`config.mk`:
```
export PLATFORM = sky130hd
export DESIGN_NAME = bus_arbiter
export DESIGN_NICKNAME = d
export VERILOG_FILES = /design/src/rtl/slc3_bus_pkg.sv /design/src/rtl/rr_pick.sv /design/src/rtl/bus_arbiter.sv
export SDC_FILE = /design/constraint.sdc
export NUM_CORES = 1
export LEC_CHECK = 0
export BUFFER_PORTS_ARGS = -buffer_cell sky130_fd_sc_hd__buf_2
export CAP_MARGIN = 15
export CELL_PAD_IN_SITES_DETAIL_PLACEMENT = 1
export CELL_PAD_IN_SITES_GLOBAL_PLACEMENT = 2
export CORE_UTILIZATION = 35
export DETAILED_ROUTE_END_ITERATION = 10
export PLACE_DENSITY_LB_ADDON = 0.3
export SLEW_MARGIN = 20
export SYNTH_ARGS = -nofsm -noshare
export SYNTH_HDL_FRONTEND = slang
export SYNTH_SLANG_ARGS = --single-unit
export TNS_END_PERCENT = 30
```
`constraint.sdc`:
```
create_clock -name Clk -period 3.3 [get_ports Clk]
set_clock_uncertainty 0.15 [all_clocks]
set_input_delay 0.495 -clock Clk [delete_from_list [all_inputs] [get_ports Clk]]
set_output_delay 0.495 -clock Clk [all_outputs]
set_load 0.02 [all_outputs]
```
`src/rtl/slc3_bus_pkg.sv`:
```
// Shared types for the SimplifiedLC3 internal bus: driver indices and arbiter states.
// Index order matches the req/grant bit order used by the bus mux.
package slc3_bus_pkg;

  localparam int NUM_BUS_SRC = 4;

  typedef enum logic [1:0] {
    SRC_PC  = 2'd0,
    SRC_ALU = 2'd1,
    SRC_MDR = 2'd2,
    SRC_MAR = 2'd3
  } bus_src_t;

  typedef enum logic [1:0] {
    IDLE,
    OWN,
    TURN
  } arb_state_t;

  function automatic logic [NUM_BUS_SRC-1:0] src_onehot(input logic [1:0] idx);
    src_onehot = 4'b0001 << idx;
  endfunction

endpackage

```
`src/rtl/rr_pick.sv`:
```
// Combinational round-robin picker: first set req bit searching from last+1 upward, wrapping.
// No state, no latency; the previous winner gets the lowest priority.
module rr_pick
  import slc3_bus_pkg::*;
(
  input  logic [NUM_BUS_SRC-1:0] req,
  input  logic [1:0]             last,
  output logic                   valid,
  output logic [1:0]             idx
);

  logic [1:0] cand;

  // Walk from the lowest-priority offset to the highest so the last hit wins.
  always_comb begin
    valid = 1'b0;
    idx   = last;
    cand  = last;
    for (int i = NUM_BUS_SRC; i >= 1; i--) begin
      cand = last + 2'(i);
      if (req[cand]) begin
        valid = 1'b1;
        idx   = cand;
      end
    end
  end

endmodule

```
`src/rtl/bus_arbiter.sv`:
```
// Round-robin owner of the 16-bit internal bus; drives one-hot registered Gate* selects.
// Request to gate 1 cycle; tenure bounded by MAX_HOLD under contention; TURN_CYCLES dead cycles between owners.
module bus_arbiter
  import slc3_bus_pkg::*;
#(
  parameter int MAX_HOLD    = 8,
  parameter int TURN_CYCLES = 1
) (
  input  logic                   Clk,
  input  logic                   Reset,
  input  logic [NUM_BUS_SRC-1:0] req,
  output logic                   GatePC,
  output logic                   GateALU,
  output logic                   GateMDR,
  output logic                   GateMAR,
  output logic [NUM_BUS_SRC-1:0] grant,
  output logic [1:0]             owner,
  output logic                   bus_busy
);

  localparam logic [7:0] HOLD_LAST = 8'(MAX_HOLD - 1);
  localparam logic [1:0] TURN_LAST = 2'(TURN_CYCLES - 1);

  arb_state_t state;
  logic [7:0] hold_cnt;
  logic [1:0] turn_cnt;
  logic       pick_vld;
  logic [1:0] pick_idx;
  logic       others_waiting;
  logic       rel_now;
  logic       arb_now;

  // owner doubles as the round-robin pointer: it is only rewritten on a grant.
  rr_pick u_pick (
    .req   (req),
    .last  (owner),
    .valid (pick_vld),
    .idx   (pick_idx)
  );

  assign others_waiting = |(req & ~src_onehot(owner));
  assign rel_now        = !req[owner] || ((hold_cnt == HOLD_LAST) && others_waiting);

  always_comb begin
    arb_now = 1'b0;
    case (state)
      IDLE:    arb_now = 1'b1;
      OWN:     arb_now = rel_now && (TURN_CYCLES == 0);
      TURN:    arb_now = (turn_cnt == TURN_LAST);
      default: arb_now = 1'b0;
    endcase
  end

  always_ff @(posedge Clk) begin
    if (!Reset) begin
      state    <= IDLE;
      grant    <= '0;
      owner    <= 2'd3;
      hold_cnt <= '0;
      turn_cnt <= '0;
      bus_busy <= 1'b0;
    end else if (arb_now) begin
      if (pick_vld) begin
        state    <= OWN;
        grant    <= src_onehot(pick_idx);
        owner    <= pick_idx;
        hold_cnt <= '0;
        bus_busy <= 1'b1;
      end else begin
        state    <= IDLE;
        grant    <= '0;
        bus_busy <= 1'b0;
      end
    end else begin
      case (state)
        OWN: begin
          if (rel_now) begin
            state    <= TURN;
            grant    <= '0;
            bus_busy <= 1'b0;
            turn_cnt <= '0;
          end else if (hold_cnt != HOLD_LAST) begin
            hold_cnt <= hold_cnt + 8'd1;
          end
        end
        TURN:    turn_cnt <= turn_cnt + 2'd1;
        default: state <= IDLE;
      endcase
    end
  end

  assign GatePC  = grant[SRC_PC];
  assign GateALU = grant[SRC_ALU];
  assign GateMDR = grant[SRC_MDR];
  assign GateMAR = grant[SRC_MAR];

endmodule

```
==> After elaboration in Yosys (flattened, before gate mapping) <==
Cells that the tools add are included.
{ "totals": {"regBits": 19, "output_inout_bits": 11, "wordCells": 79} }
{ "classes": {"bitwise": 3, "add_sub_neg": 5, "magnitude_cmp": 4, "n_reduce_logical": 15, "n_mux": 35, "n_eq_ne": 9, "shift": 2} }
{ "ops": {"columns": ["cell", "n"], "rows": [
  ["2-to-1 mux 8 bit", 5],
  ["2-to-1 mux 4 bit", 4],
  ["2-to-1 mux 1 bit", 13],
  ["< comparator 2 x 3 -> 1 bit, second input constant", 4],
  ["2-to-1 mux 2 bit", 6],
  ["adder 8 x 1 -> 8 bit, second input constant", 1],
  ["binary-select mux 1 bit (select 2 bit)", 4],
  ["equality test 8 x 3 -> 1 bit, second input constant", 1],
  ["inequality test 8 x 3 -> 1 bit, second input constant", 1],
  ["case mux 2 bit (2 select lines)", 2],
  ["nonzero test 2 bit", 4],
  ["left shift 1 x 2 -> 4 bit, first input constant", 2],
  ["inequality test 2 bit, second input constant", 3],
  ["AND reduction 2 bit", 3],
  ["adder 2 x 1 -> 2 bit, second input constant", 2],
  ["adder 2 bit, second input constant", 2],
  ["bitwise AND 4 bit", 1],
  ["logical NOT 2 bit", 2],
  ["inverter 4 bit", 1],
  ["AND reduction 4 bit", 1],
  ["OR reduction 4 bit", 1],
  ["inequality test 3 bit, second input constant", 1],
  ["AND reduction 3 bit", 1],
  ["equality test 2 x 1 -> 1 bit, second input constant", 1],
  ["other kinds (7)", 7]
]} }

==> Depth between registers and ports, before layout <==
Gate-level depths: netlist of the first run.
{ "depth": {"depth_word": 9, "mapped_depth": 8} }

==> Hierarchy <==
From an unflattened synthesis of the first run, not the netlist that was laid out.
{ "hier_totals": {"cells_unflattened": 145, "hier_area_um2": 1204.9} }
{ "by_module_without_submodules": {"columns": ["module", "cells_per_inst", "n_inst", "area_per_inst_um2", "seq_area_each_um2"], "rows": [
  ["bus_arbiter", 131, 1, 1122.3, 380.4],
  ["rr_pick", 14, 1, 82.6, 0.0]
]} }

==> Least setup slack after synthesis of the first run <==
OpenSTA, ideal clock, no wires.
{ "synth_path": {"path_type": "reg-to-reg", "start": "register owner[0]", "end": "register grant[0]", "t_arrival_ns": 1.991, "stages_incl_launch_ff": 8, "period_less_slack_ns": 2.258, "path_slack_ns": 1.042, "setup_time_ns": 0.117, "cell_sequence": "dfxtp_1 > buf_6 > inv_1 > ha_1 > mux4_2 > o31ai_4 > xnor2_1 > a32o_1"} }
{ "synth_between": {"elab_chain_cells": 9} }
{ "synth_lines": {"columns": ["item", "line", "text"], "rows": [
  ["from (decl)", "bus_arbiter.sv:17", "output logic [1:0] owner,"],
  ["from (signal assigned)", "bus_arbiter.sv:66", "owner <= pick_idx;"],
  ["adder 2 bit", "rr_pick.sv:20", "cand = last + 2'(i);"],
  ["binary-select mux 1 bit (select 2 bit)", "rr_pick.sv:21", "if (req[cand]) begin"],
  ["2-to-1 mux 1 bit (implied by the code)", "rr_pick.sv:21", null],
  ["2-to-1 mux 2 bit (3 in series)", "rr_pick.sv:21", null],
  ["left shift 1 x 2 -> 4 bit", "slc3_bus_pkg.sv:21", "src_onehot = 4'b0001 << idx;"],
  ["2-to-1 mux 4 bit", "bus_arbiter.sv:63", "if (pick_vld) begin"],
  ["2-to-1 mux 4 bit", "bus_arbiter.sv:62", "end else if (arb_now) begin"],
  ["to (signal assigned)", "bus_arbiter.sv:65", "grant <= src_onehot(pick_idx);"],
  ["to (decl)", "bus_arbiter.sv:16", "output logic [NUM_BUS_SRC-1:0] grant,"]
]} }
Parallel ways exist; a longest one is shown, timed or not. The select of a mux whose other input is x is not followed.
A chain may end at the register's enable or synchronous reset.

==> Worst setup path after layout of the first run <==
Ends and elaborated chain as after synthesis.

==> run_results.csv, run 1 <==
group,metric,value,unit
setup_path,crit_type,"reg2reg",
drt,drtIter0Drc,27,
grt,grt_pass1_wl,4.80,mm
layout,layout-drive-gt1-share,19.0,%
yosys,synthAdderAreaFrac,9.20,%
power_and_ir_drop,p_leak,0.531,nW
timing,finalCritPeriodShare,75.6,%
yosys,synth_compound_area_share,24.2,%
layout,fin_nets,174,
place,gp_congestion,0.754,
grt,grt_remaining_overflow,0,
drt,wl_per_cell,14.8,um
timing,worst_slack,806,ps
timing,timing_max_transition_violations_final,0,
clock_network,clock_latency,300,ps
yosys,synth_mux_area_share,5.32,%
floorplan,coreArea,0.00334,sq mm
place,io_buffer_count,16,
drt,drc,0,
clock_network,cts_buffers,3,
yosys,ys_ff_latch,19,
min_path,hold_class,"in2reg",
layout,layout_commonest_cell,"dfxtp_1",
drt,first_pass_iters,2,
yosys,yosys.area_share.simple,21.6,%
timing,fmax,0.401,GHz
setup_path,cp_max_fo,14,
power_and_ir_drop,powerDensity,672,mW/mm^2
yosys,synth.distinct_cells,43,
setup_path,required,3350,ps
yosys,synth_cells,144,
floorplan,die_w,61.1,um
flow_run,maxCapViolCount,0,
yosys,synth_area,0.00122,sq mm
grt,grt_max_degree,15,
grt,grt.total_usage,17.7,%
yosys,synth-xor-area-share,1.43,%
timing,hold_violations,0,
layout,antennaDiodeCount,0,
floorplan,start_util,36.7,%
place,dp_hpwl,2.36,mm
layout,area_growth,9.92,%
layout,layout_common_cells,"19 x dfxtp_1, 16 x buf_2, 13 x nand2_1, 13 x a21oi_1, 10 x inv_1",
clock_network,path_clk_slew,110,ps
clock_network,cts_buffer_depth,2,
yosys,syn_avg_cell_area,8.50,sq um
drt,routed_wirelength,3.01,mm
place,place_ws,855,ps
yosys,synth.yosys.seq_area_share,31.1,%
timing,period_needed,2490,ps
floorplan,placementRows,21,
drt,vias,1105,
clock_network,cts_max_level,1,
clock_network,hold_buffers,0,
clock_network,cts-root-buf,"clkbuf_4",
setup_path,startpoint_type,"register",
floorplan,boundaryPins,17,
floorplan,die_height,61.1,um
setup_path,cp.arrival,2550,ps
grt,grt_pass1_vias,1043,
yosys,synth_nets,159,
timing,tightest_slew,743,ps
clock_network,clock_sinks,19,
drt,routed_via_density,5.42,
yosys,synth_top_family_by_area,"compound AO/OA/AOI/OAI gates",
clock_network,cts_setup_buffers,0,
power_and_ir_drop,irDropWorstVdd,316,uV
timing,finalSetupViolations,0,
setup_path,endpoint_kind,"register",
timing,rsz0062_at_grt,"no",
timing,tns,0,ps
drt,ant_nets,0,
grt,grt_antenna_before_repair,0,
floorplan,die_area,0.00374,sq mm
timing,slew_headroom,50.3,%
status,status,"finished, final reports clean",
clock_network,cts_tree,"done",
clock_network,ctsResizeCount,0,
yosys,yosysWarnings,0,
layout,n_fill_cell,425,
==> cell type report <==
type / count / area [sq um] / area share (%)
clock buffers: 4 / 26.3 / 1.95
inverters: 10 / 37.5 / 2.79
multi-input cells: 108 / 756 / 56.2
flip-flops and latches: 19 / 380 / 28.3
repair buffers: 17 / 87.6 / 6.51
well taps: 46 / 57.6 / 4.28
==> state kept, by name, summed over array words and instances, names as in the netlist <==
signal,cells
bus_busy,1
state,2
turn_cnt,2
hold_cnt,8
owner,2
grant,4
==> synthesized netlist by cell type <==
master | n | share of area [%]
nand2b_1 | 1 | 0.51
o211ai_1 | 1 | 0.61
mux4_2 | 1 | 1.8
or4_1 | 1 | 0.61
a2111oi_2 | 1 | 1.2
nor2b_1 | 4 | 2.0
and2_1 | 2 | 1.0
nor4b_1 | 1 | 0.72
nand3_1 | 5 | 2.0
buf_6 | 1 | 0.92
and2b_2 | 1 | 0.72
inv_1 | 10 | 3.1
buf_2 | 1 | 0.41
o31ai_4 | 1 | 1.7
a31oi_1 | 2 | 1.0
nand2_1 | 13 | 4.0
dfxtp_1 | 19 | 31
a22o_1 | 1 | 0.72
a211oi_1 | 1 | 0.61
a2bb2oi_1 | 1 | 0.72
mux2_2 | 2 | 1.8
o21ai_0 | 9 | 3.7
a32o_1 | 1 | 0.82
ha_1 | 9 | 9.2
or3_2 | 1 | 0.61
mux2i_1 | 2 | 1.6
a31o_2 | 1 | 0.72
nor2_1 | 8 | 2.5
xnor2_1 | 2 | 1.4
a21oi_1 | 13 | 5.3
or2_2 | 1 | 0.51
a21o_1 | 2 | 1.2
and4_1 | 2 | 1.4
clkbuf_1 | 1 | 0.31
o31ai_1 | 2 | 1.2
buf_4 | 4 | 2.5
nor3_1 | 2 | 0.82
o2bb2ai_1 | 2 | 1.4
o21a_1 | 2 | 1.2
o2bb2ai_2 | 1 | 1.2
or3_1 | 4 | 2.0
nand4_1 | 4 | 2.0
o221ai_1 | 1 | 0.72
==> worst paths after layout <==
path	from	cells past startpoint	endpoint	slack (ps)
max	owner[0]	6	grant[0]	810
min	Reset	2	owner[0]	310
max reg2reg	owner[0]	6	grant[0]	810
min reg2reg	turn_cnt[1]	2	turn_cnt[1]	340
==> critical path: stages (launching register included) <==
cell     delay [ps]
dfxtp_1         660
inv_1           190
ha_1            350
mux4_2          330
o31ai_4         310
xnor2_1         170
a32o_1          240
==> power breakdown <==
part / internal [W] / switching [W]
Clock: 0.0000471 / 0.0000756
Combinational: 0.000176 / 0.000282
Sequential: 0.000268 / 0.0000558
==> logic make-up after synthesis <==
kind of cell,count (synthesis)
adders and majority gates,9
buffers and inverters,17
xor gates and xnor gates,2
muxes,5
AOI/OAI and AO/OA,42
DFF,19
and+or+nand+nor,50
==> routing by layer <==
| metal | vias to the layer above | track usage (%) | share of wire, % |
|---|---|---|---|
| li1 | 551 | - | - |
| met1 | 535 | 20.5 | 45 |
| met2 | 15 | 32.1 | 51 |
| met3 | 4 | 4.41 | 2.8 |
| met4 | 0 | 4.87 | 1.3 |
| met5 | - | 0 | 0 |
==> metrics by stage <==
| step | hold WS [ps] | power, W | cell area, sq um | util [%] | std cells |
|---|---|---|---|---|---|
| floorplan | 300 | 0.000687 | 1220 | - | 144 |
| global placement | 310 | 0.000773 | 1320 | 39.5 | 200 |
| detailed placement | 318 | 0.000787 | 1320 | 39.5 | 200 |
| CTS | 302 | 0.000914 | 1350 | 40.3 | 204 |
| global route | 303 | 0.000976 | 1350 | 40.3 | 204 |
| finish | 310 | 0.000904 | 1350 | 40.3 | 204 |
No activity file was read; power rests on OpenSTA's default activity.
==> run 2: changes to the inputs <==
Settings changed: ABC_AREA set to 1, CORE_UTILIZATION 35 to 31.
Clock period 3.3 ns to 2.4 ns, I/O delays scaled along.
==> run 2 against run 1 <==
  * Register-to-register slack got worse by 470 ps
  * Routed wire length increased by 4.7%
  * Largest power group unchanged
  * Sequential power up 38%
  * Total power up 86%
  * Global-route usage is 0.83 points lower
  * Critical path depth increased by 6
  * Sequential share of layout area shrank 2.2 points
  * Count of clock-buffer cells in the layout is the same
  * Non-clock buffer count is 1 higher
  * Cell count grew 25%
==> run_results.csv, run 2 <==
group,metric,value,unit
status,status,"finished, final reports clean",
timing,finalCritPeriodShare,85.9,%
floorplan,boundaryPins,17,
setup_path,cp.arrival,2050,ps
layout,n_fill_cell,530,
yosys,synth_common_cells,"46 x nand2_1, 27 x inv_1, 20 x nand3_1",
setup_path,endpoint_kind,"register",
yosys,ys_ff_latch,19,
setup_path,startpoint_type,"register",
yosys,synth_cells,190,
grt,grt_max_degree,13,
timing,fmax,0.485,GHz
grt,grt.total_usage,16.9,%
clock_network,clock_latency,260,ps
clock_network,path_clk_slew,70,ps
yosys,synth_nets,205,
clock_network,cts_tree,"done",
setup_path,slowest_stage,"dfxtp_1",
power_and_ir_drop,powerDensity,1150,mW/mm^2
drt,routed_via_density,4.82,
layout,layout_common_cells,"46 x nand2_1, 27 x inv_1, 20 x nand3_1",
clock_network,hold_buffers,0,
layout,area_growth,12.1,%
grt,grt_antenna_before_repair,0,
timing,slew_headroom,73.0,%
setup_path,critPathTopFamily,"simple AND/OR/NAND/NOR gates",
layout,largest_reg_flops,8,
drt,vias,1234,
drt,wl_per_cell,12.3,um
timing,tns,0,ps
setup_path,crit_type,"reg2reg",
timing,rsz0062_at_grt,"no",
floorplan,die_area,0.00445,sq mm
layout,regArea,380,sq um
setup_path,crit_buf_inv,3,
yosys,syn_avg_cell_area,6.84,sq um
clock_network,cts_max_level,1,
floorplan,coreArea,0.00400,sq mm
setup_path,worstPathCellList,"inv_1, ha_1, inv_1, nand3_1, nand2_1, inv_1, nand2_1, nand3_1, nand3_2, nor2_1, nor2_1, nor2_1",
layout,antennaDiodeCount,0,
yosys,synth_area,0.00130,sq mm
yosys,ys.flop_type,"dfxtp_1",
clock_network,cts_buffer_depth,2,
setup_path,path_depth,12,
place,io_buffer_count,16,
layout,fin_nets,222,
layout,top_regs,"hold_cnt (8), grant (4)",
timing,tightest_slew,404,ps
drt,drtIter0Drc,24,
setup_path,rr_worst_depth,12,
timing,hold_violations,0,
yosys,synthTopCellsByArea,"dfxtp_1 29%, nand2_1 13%, ha_1 8.7%",
drt,ant_nets,0,
yosys,synth_area_leader_cell,"dfxtp_1",
drt,first_pass_iters,4,
flow_run,maxCapViolCount,0,
place,dp_hpwl,2.61,mm
grt,grt_remaining_overflow,0,
grt,grt_pass1_vias,1292,
floorplan,placementRows,23,
layout,multi_input_area,768,sq um
drt,drc,0,
drt,routed_wirelength,3.16,mm
yosys,synth_most_common_cell,"nand2_1",
yosys,yosysWarnings,0,
yosys,async_flop_share,0,%
floorplan,die_w,66.7,um
yosys,synth.distinct_cells,28,
clock_network,ctsResizeCount,0,
layout,layout-drive-gt1-share,17.0,%
layout,layout_commonest_cell,"nand2_1",
clock_network,cts_setup_buffers,0,
place,gp_congestion,0.769,
timing,hold_slack,224,ps
power_and_ir_drop,irDropWorstVdd,527,uV
timing,timing_max_transition_violations_final,0,
timing,period_needed,2060,ps
layout,top_register,"hold_cnt",
setup_path,required,2390,ps
clock_network,cts-root-buf,"clkbuf_8",
min_path,holdPathStages,2,
setup_path,cpPeakStageDelay,500,ps
setup_path,cp_max_fo,8,
floorplan,die_height,66.7,um
min_path,hold_class,"in2reg",
yosys,synth_top_area_share,29.3,%
yosys,synth_edf_count,0,
clock_network,clock_sinks,19,
yosys,synth.yosys.seq_area_share,29.3,%
clock_network,cts_buffers,3,
timing,finalSetupViolations,0,
grt,grt_pass1_wl,5.66,mm
floorplan,start_util,32.5,%
power_and_ir_drop,p_leak,0.724,nW
-- run 2: changes by cell type after synthesis, moves of 3 or more --
cell,before,now
a21oi_1,13,16
inv_1,10,27
nand2_1,13,46
nand2_2,0,5
nand3_1,5,20
nor2_1,8,16
nor2b_1,4,0
o21ai_0,9,4
or3_1,4,0
-- run 2: kinds of logic after synthesis --
family	after synthesis	synth area share, %
flip-flops	19	29.3
buffers and inverters	34	11.6
adder cells (fa/ha/maj)	9	8.67
AO/OA/AOI/OAI	27	12.9
XOR/XNOR	2	1.35
AND/OR/NAND/NOR	99	36.2
-- run 2: metal layers --
metal | GRT usage, % | part of all wire [%] | vias up
li1 | - | - | 642
met1 | 19.1 | 45 | 576
met2 | 30.7 | 50 | 12
met3 | 3.77 | 2.6 | 4
met4 | 5.59 | 1.5 | 0
met5 | 0 | 0 | -
-- run 2: area by class of cell --
cell class / instances / share of cell area (%)
Clock buffer: 4 / 3.09
Inverter: 28 / 7.22
Multi-Input combinational cell: 137 / 52.7
Sequential cell: 19 / 26.1
Tap cell: 50 / 4.30
Timing Repair Buffer: 18 / 6.53
-- run 2: worst paths after layout --
| path | endpoint | slack (ps) | startpoint |
|---|---|---|---|
| worst max-delay path | grant[3] | 340 | owner[1] |
| worst min register to register | grant[0] | 330 | grant[0] |
| worst min-delay path | owner[0] | 220 | Reset |
| worst max register to register | grant[3] | 340 | owner[1] |
-- run 2: per-stage QoR --
stage / util [%] / area, sq um / total power (W) / setup WS, ps / instances
3_3_place_gp: 35.3 / 1410 / 0.00144 / 379 / 252
3_5_place_dp: 35.3 / 1410 / 0.00148 / 305 / 252
2_1_floorplan: - / 1300 / 0.00125 / 398 / 190
6_report: 36.4 / 1460 / 0.00168 / 338 / 256
4_1_cts: 36.4 / 1460 / 0.00172 / 290 / 256
5_1_grt: 36.4 / 1460 / 0.00186 / 88.8 / 256
-- run 2: where the power goes --
part	internal (W)	leakage, nW	switching (W)
logic	0.000337	0.546	0.000669
registers	0.000388	0.155	0.0000576
clock network	0.000118	0.0228	0.000109
-- run 2: worst reg2reg max path: stages, from the launching register on --
cell and delay (ps):
dfxtp_1 500, inv_1 170, ha_1 340, inv_1 80
nand3_1 110, nand2_1 70, inv_1 50, nand2_1 70
nand3_1 120, nand3_2 110, nor2_1 40, nor2_1 80
nor2_1 40
==> run 3: changes to the inputs <==
Settings changed: CORE_UTILIZATION 31 to 28.
Clock period 2.4 ns to 1.8 ns, I/O delays scaled along.
==> run 3 against run 2 <==
  * Maximum frequency increased by 16%
  * Design area increased by 27%
  * Count of clock-buffer cells in the layout unchanged
  * Critical path type unchanged
  * Highest routed layer unchanged
==> run_results.csv, run 3 (synthesis results as in run 2) <==
group,metric,value,unit
layout,top_register,"hold_cnt",
setup_path,crit_type,"reg2reg",
place,gp_congestion,0.781,
setup_path,startpoint,"owner[0]",
floorplan,die_w,70.1,um
setup_path,cp_max_fo,9,
setup_path,startpoint_type,"register",
clock_network,cts_buffer_depth,2,
layout,fin_nets,246,
layout,layout_common_cells,"36 x nand2_1, 24 x inv_1, 21 x buf_4",
drt,ant_nets,0,
timing,worst_slack,20.9,ps
timing,tightest_slew,458,ps
grt,grt_pass1_wl,6.05,mm
power_and_ir_drop,irDropWorstVdd,766,uV
layout,top_regs,"hold_cnt (8), grant (4)",
layout,layout_commonest_cell,"nand2_1",
drt,routed_via_density,4.82,
drt,drtIter0Drc,50,
clock_network,clock_sinks,19,
place,dpl_cell_area,0.00150,sq mm
clock_network,cts-root-buf,"clkbuf_8",
timing,rsz0062_at_grt,"yes",
grt,grt_antenna_before_repair,0,
clock_network,cts_max_level,1,
grt,grt_pass1_vias,1338,
timing,finalCritPeriodShare,98.8,%
timing,finalSetupViolations,0,
setup_path,cp.arrival,1780,ps
grt,grt_max_degree,13,
timing,fmax,0.562,GHz
clock_network,cts_tree,"done",
min_path,hp-start,"Reset",
power_and_ir_drop,powerDensity,1600,mW/mm^2
drt,vias,1358,
timing,timing_max_transition_violations_final,0,
setup_path,required,1800,ps
layout,area_growth,42.3,%
power_and_ir_drop,power,0.00295,W
layout,layout-drive-gt1-share,42.2,%
timing,period_needed,1780,ps
flow_run,maxCapViolCount,0,
floorplan,start_util,29.4,%
layout,antennaDiodeCount,0,
place,place_ws,-62.3,ps
status,status,"finished, final reports clean",
drt,drc,0,
layout,largest_reg_flops,8,
drt,wl_per_cell,13.3,um
clock_network,cts_buffers,3,
floorplan,placementRows,24,
floorplan,boundaryPins,17,
clock_network,hold_buffers,0,
min_path,hold_class,"in2reg",
place,dp_hpwl,2.80,mm
floorplan,coreArea,0.00441,sq mm
drt,first_pass_iters,4,
floorplan,die_height,70.1,um
grt,grt_remaining_overflow,0,
grt,grt.total_usage,15.1,%
setup_path,regToRegStartpoint,"owner[0]",
drt,routed_wirelength,3.76,mm
setup_path,endpoint_kind,"register",
timing,slew_headroom,69.5,%
clock_network,path_clk_slew,70,ps
floorplan,die_area,0.00491,sq mm
timing,hold_violations,0,
power_and_ir_drop,p_leak,0.883,nW
layout,fin_area,0.00185,sq mm
clock_network,clock_latency,250,ps
place,io_buffer_count,16,
setup_path,r2r_slack,20,ps
run 3: changes by cell type in the layout (fill, tap and decap cells not counted), moves of 4 or more:
cell,delta
buf_4,+19
nand2_1,-10
nand2_4,+7
dfxtp_1,-6
ha_1,-5
nand3_1,-5
nand3_2,+5
buf_6,+4
dfxtp_2,+4
run 3: cell type report:
type | instances | area (sq um)
clock buffers | 4 | 45.0
fillers | 537 | 2570
inverters | 28 | 108
multi-input cells | 137 | 940
flip-flops and latches | 19 | 393
well taps | 52 | 65.1
repair buffers | 42 | 298
run 3: worst paths after layout:
| check | endpoint | cells after the start |
|---|---|---|
| setup reg to reg | hold_cnt[4] | 11 |
| setup / recovery | hold_cnt[4] | 11 |
| hold reg to reg | bus_busy | 2 |
| hold / removal | owner[0] | 2 |
run 3: power by group:
part | total (W) | leakage (nW) | internal [W] | switching, W
clock network | 0.000301 | 0.0228 | 0.000157 | 0.000144
registers | 0.000600 | 0.157 | 0.000533 | 0.0000665
logic | 0.00205 | 0.703 | 0.000862 | 0.00119
total | 0.00295 | 0.883 | 0.00155 | 0.00140
run 3: critical path, cell delays in order (launching register included):
cell and delay, ps:
dfxtp_4 360, buf_8 140, nand2_1 70, o21ai_2 80, inv_1 80, nand2_2 60
o21ai_4 180, buf_6 140, nand2_4 70, buf_6 140, a31oi_4 160, nor2_1 50
run 3: metal layers:
metal / GRT usage, % / wire length, um / vias to the layer above
met1: 18.4 / 1640 / 648
met4: 2.00 / 13 / 0
li1: - / - / 692
met2: 27.9 / 2000 / 16
met5: 0 / 0 / -
met3: 3.03 / 105 / 2
run 3: metrics by stage:
stage          util, %  hold slack [ps]  instances  TNS (ps)
4_1_cts           36.6              135        274     -3.41
3_3_place_gp      33.9              300        264         0
6_report          41.9              148        282         0
3_5_place_dp      33.9              309        264      -116
5_1_grt           41.9              164        282      -500
2_1_floorplan        -              218        190     -8.23
run 3: what timing repair did:
| item | in CTS | in global routing |
|---|---|---|
| gates cloned | 0 | 0 |
| pin swaps | 4 | 17 |
| buffers inserted | 6 | 8 |
| endpoints found under the setup margin | 7 | 15 |
| resized for setup | 10 | 46 |
